--- src/rtl/apb_arbiter.sv ---
// Round-robin arbiter sharing one APB slave between two APB masters; grant held for a full transfer.
// Adds one wait state (SETUP at T+1, ACCESS at T+2); a stalled slave is aborted after TIMEOUT wait cycles.
module apb_arbiter #(
    parameter int ADDR_WIDTH = 32,
    parameter int DATA_WIDTH = 32,
    parameter int STRB_SIZE  = 2,
    parameter int TIMEOUT    = 16
) (
    input  logic                  clk,
    input  logic                  rst,
    input  logic                  m0_sel,
    input  logic                  m0_enable,
    input  logic                  m0_write,
    input  logic [STRB_SIZE-1:0]  m0_strobe,
    input  logic [ADDR_WIDTH-1:0] m0_addr,
    input  logic [DATA_WIDTH-1:0] m0_wdata,
    output logic                  m0_ready,
    output logic                  m0_slverr,
    output logic [DATA_WIDTH-1:0] m0_rdata,
    input  logic                  m1_sel,
    input  logic                  m1_enable,
    input  logic                  m1_write,
    input  logic [STRB_SIZE-1:0]  m1_strobe,
    input  logic [ADDR_WIDTH-1:0] m1_addr,
    input  logic [DATA_WIDTH-1:0] m1_wdata,
    output logic                  m1_ready,
    output logic                  m1_slverr,
    output logic [DATA_WIDTH-1:0] m1_rdata,
    output logic                  s_sel,
    output logic                  s_enable,
    output logic                  s_write,
    output logic [STRB_SIZE-1:0]  s_strobe,
    output logic [ADDR_WIDTH-1:0] s_addr,
    output logic [DATA_WIDTH-1:0] s_wdata,
    input  logic                  s_ready,
    input  logic                  s_slverr,
    input  logic [DATA_WIDTH-1:0] s_rdata,
    output logic [1:0]            gnt,
    output logic                  busy,
    output logic                  timeout_evt
);
    localparam int CW = (TIMEOUT > 0) ? $clog2(TIMEOUT + 1) : 1;
    localparam logic [CW-1:0] TMAX = CW'(TIMEOUT);

    typedef enum logic [1:0] {IDLE, SETUP, ACCESS} state_t;

    state_t        state, state_nxt;
    logic [1:0]    gnt_nxt;
    logic          last_grant, last_grant_nxt;   // 1 = m1 was granted last
    logic [CW-1:0] wait_cnt, wait_cnt_nxt;
    logic          done, abort, pick1;

    // The masters' enable phase carries no arbitration information.
    logic unused_en;
    assign unused_en = m0_enable ^ m1_enable;

    always_ff @(posedge clk) begin
        if (rst) begin
            state      <= IDLE;
            gnt        <= 2'b00;
            last_grant <= 1'b1;
            wait_cnt   <= '0;
        end else begin
            state      <= state_nxt;
            gnt        <= gnt_nxt;
            last_grant <= last_grant_nxt;
            wait_cnt   <= wait_cnt_nxt;
        end
    end

    always_comb begin
        state_nxt      = state;
        gnt_nxt        = gnt;
        last_grant_nxt = last_grant;
        wait_cnt_nxt   = wait_cnt;
        s_sel          = 1'b0;
        s_enable       = 1'b0;
        done           = 1'b0;
        abort          = 1'b0;
        pick1          = 1'b0;
        case (state)
            IDLE: begin
                if (m0_sel || m1_sel) begin
                    pick1          = m1_sel && (!m0_sel || !last_grant);
                    gnt_nxt        = pick1 ? 2'b10 : 2'b01;
                    last_grant_nxt = pick1;
                    state_nxt      = SETUP;
                end
            end
            SETUP: begin
                s_sel        = 1'b1;
                wait_cnt_nxt = '0;
                state_nxt    = ACCESS;
            end
            ACCESS: begin
                s_sel    = 1'b1;
                s_enable = 1'b1;
                if (s_ready) begin
                    done      = 1'b1;
                    gnt_nxt   = 2'b00;
                    state_nxt = IDLE;
                end else if ((TIMEOUT > 0) && (wait_cnt == TMAX)) begin
                    abort     = 1'b1;
                    gnt_nxt   = 2'b00;
                    state_nxt = IDLE;
                end else if (wait_cnt != TMAX) begin
                    wait_cnt_nxt = wait_cnt + CW'(1);
                end
            end
            default: begin
                gnt_nxt   = 2'b00;
                state_nxt = IDLE;
            end
        endcase
    end

    assign busy        = (state != IDLE);
    assign timeout_evt = abort;

    always_comb begin
        s_write  = 1'b0;
        s_strobe = '0;
        s_addr   = '0;
        s_wdata  = '0;
        if (busy) begin
            s_write  = gnt[1] ? m1_write  : m0_write;
            s_strobe = gnt[1] ? m1_strobe : m0_strobe;
            s_addr   = gnt[1] ? m1_addr   : m0_addr;
            s_wdata  = gnt[1] ? m1_wdata  : m0_wdata;
        end
    end

    // A master that dropped sel mid-transfer gets no response; the slave side still completes.
    assign m0_ready  = (done || abort) && gnt[0] && m0_sel;
    assign m1_ready  = (done || abort) && gnt[1] && m1_sel;
    assign m0_slverr = m0_ready && (abort || s_slverr);
    assign m1_slverr = m1_ready && (abort || s_slverr);
    assign m0_rdata  = (m0_ready && done) ? s_rdata : '0;
    assign m1_rdata  = (m1_ready && done) ? s_rdata : '0;
endmodule

--- config.mk ---
export PLATFORM = sky130hd
export DESIGN_NAME = apb_arbiter
export DESIGN_NICKNAME = d
export VERILOG_FILES = /design/src/rtl/apb_arbiter.sv
export SDC_FILE = /design/constraint.sdc
export NUM_CORES = 1
export LEC_CHECK = 0
export CAP_MARGIN = 15
export CORE_AREA = 2 2 124 126
export CTS_CLUSTER_SIZE = 12
export DETAILED_ROUTE_END_ITERATION = 10
export DIE_AREA = 0 0 126 128
export DONT_BUFFER_PORTS = 1
export PLACE_DENSITY_LB_ADDON = 0.08
export SYNTH_ARGS = -nofsm -noshare
export SYNTH_HDL_FRONTEND = slang
export SYNTH_SLANG_ARGS = --single-unit
--- constraint.sdc ---
create_clock -name clk -period 5.3 [get_ports clk]
set_input_delay 1.59 -clock clk [delete_from_list [all_inputs] [get_ports clk]]
set_output_delay 1.59 -clock clk [all_outputs]
set_load 0.1 [all_outputs]
==> summary.txt <==
Run status
  – Status: finished, final reports clean

Setup path
  – Critical path origin: m1_sel
  – Worst Setup End Kind: output pin
  – Critical path peak fanout: 32
  – Startpoint Class: input pin
  – Crit Path Class: input pin to output pin
  – Critical Path AT: 2.66 ns
  – CP required: 3.71 ns
  – Reg2reg start: state[0]

STA
  – Final Max Slew Viols: 0
  – Final TNS setup: 0 ns
  – Worst slew pin tran: 0.879 ns
  – Achievable Freq: 236 MHz
  – Final period util: 0.801
  – Clock skew: 0.00341 ns
  – Final Setup Violations: 0
  – Crit path time final: 4.25 ns
  – Final hold vios: 0
  – Slew HR: 0.413
  – RSZ-0062 raised after global routing: false

Yosys
  – Register bit total from synthesis: 10
  – Main synth FF type: dfxtp_1
  – Top cell type's share of synthesized area: 0.339
  – Syn Inst Count: 298
  – Syn Std Cell Area: 2070 µm²
  – Top cell type by total area after synthesis: mux2i_1
  – Post-Synth XOR/XNOR Area: 0
  – Mux contribution to synthesized area: 0.339
  – Post-synth ARST share: 0
  – Compound-Gate Fraction of Synth Area: 0.0775
  – Synth warnings: 0
  – Largest family of logic cells by synthesized area: simple AND/OR/NAND/NOR gates
  – Synth top area cells: mux2i_1, and2_1, nor2_1
  – Simple-gate share of the synthesized area: 0.389
  – Part of the Yosys area used for sequential elements: 0.0969
  – Syn_nets: 477
  – EDFF count, synth: 0
  – Number of distinct library cells after synthesis: 29
  – Synthesized area per cell: 6.93 µm²
  – Adder-Cell Fraction of Synth Area: 0.0303

GRT
  – Vias in the first global route: 2511
  – Global route overflow: 0
  – Initial antenna violation count: 0
  – Largest net degree at the start of global routing: 51
  – First-pass GRT wire length: 12600 µm
  – GRT Overall Usage: 0.0933

Clock network
  – Post-CTS setup buffer count: 0
  – Root Driver: clkbuf_16
  – Cts hold-fix bufs: 0
  – Resize count post-CTS: 0
  – Num CTS Buffers: 3
  – CTS H-tree depth: 1
  – Clock sink count: 10
  – Clk_lat worst skew: 0.24 ns
  – Max clock buf depth: 2
  – Clk slew on worst S/H paths: 0.04 ns
  – CTS tree: done

Floorplanning
  – Core ar.: 14900 µm²
  – # rows: 45
  – Die width: 126 µm
  – Die footprint: 16100 µm²
  – Initial Util: 0.139
  – Die height: 128 µm
  – Number of I/O pins: 315

Placement
  – Placer Congestion: 0.781
  – Placed insts: 603
  – Detailed Place HPWL: 7300 µm
  – Port buffer count: 0

Finish
  – Share of post-route cells with drive strength above 1: 0.527
  – Register area: 204 µm²
  – Fill cells: 1644
  – Multi-input logic area: 1920 µm²
  – Area grow syn2layout: 72.9%
  – Final non-filler cell total: 607
  – Fin nets: 599
  – Most frequent cells in the layout: buf_4, nor2_2, mux2i_1
  – Ant diodes: 0
  – Most common cell after layout, fill and taps aside: buf_4

Drt
  – DR DRC count: 0
  – Via count: 2513
  – Antenna viol nets, final: 0
  – Routed vias/inst: 4.14
  – Final WL: 8570 µm
  – Initial DRC Count: 77
  – DR pass1 iterations: 4
  – WL/cell: 14.1 µm

Pwr
  – Total power: 1.13 mW
  – Pleak: 1.49 nW
  – Power per cell area: 317 nW/µm²
  – VDD IR max: 136 µV

Worst hold path
  – Class of the worst hold path: register to register
  – Hold_sp: wait_cnt[4]

Job
  – Max cap viols: 0
cell usage after synthesis, drive strengths merged, types with 4 or more instances:
cell type / instances
clkbuf: 14
and2: 64
inv: 8
buf: 11
nor2: 75
nand3: 6
a21oi: 6
dfxtp: 10
mux2i: 70
o211ai: 4
ha: 5
nand2b: 6
report_power, final:
group | total [mW] | internal, mW | switching [mW] | leakage, nW
Sequential | 0.0955 | 0.0807 | 0.0148 | 0.0823
Clock | 0.138 | 0.101 | 0.0370 | 0.0382
Combinational | 0.900 | 0.182 | 0.718 | 1.37
layout make-up:
type	count	area share
Sequential cell	10	0.0571
Tap cell	188	0.0658
Inverter	8	0.00841
Multi-Input combinational cell	255	0.538
Timing Repair Buffer	142	0.309
Clock buffer	4	0.0221
path summary, 6_finish.rpt:
kind                                endpoint  slack, ns  cells after the start
worst max register to register        gnt[1]       2.84                      5
worst max-delay path            m1_rdata[14]       1.05                      5
worst min register to register   wait_cnt[4]       0.51                      1
worst min-delay path             wait_cnt[4]       0.51                      1
kinds of logic after synthesis:
group / after synthesis
and+or+nand+nor: 157
adders and majority gates: 5
DFF: 10
AOI/OAI and AO/OA: 23
muxes: 70
buffers and inverters: 33
worst max-delay path, stage by stage:
cell and delay (ns):
nand3_1 0.15, nor2_1 0.16, buf_4 0.28, and2_1 0.18, buf_4 0.28
registers in the layout, summed over array words and instances (netlist names):
name	cells
gnt	2
last_grant	1
state	2
wait_cnt	5
through the flow:
stage	hold WS, ns	setup WS, ns	cell area (µm²)	util
6_report	0.511	1.05	3570	0.240
5_1_grt	0.528	0.956	3570	0.240
4_1_cts	0.505	1.04	3570	0.240
3_5_place_dp	0.494	1.04	3490	0.235
3_3_place_gp	0.494	1.04	3490	0.235
2_1_floorplan	0.466	0.612	2070	-
metal layers:
layer / vias to the layer above / routed length [µm] / track usage
met5: - / 0 / 0
met4: 0 / 21 / 0.0155
met3: 2 / 738 / 0.0125
met2: 168 / 4960 / 0.198
met1: 1104 / 2850 / 0.0970
li1: 1239 / - / -
Note: power is estimated with default switching activity, not from simulation.
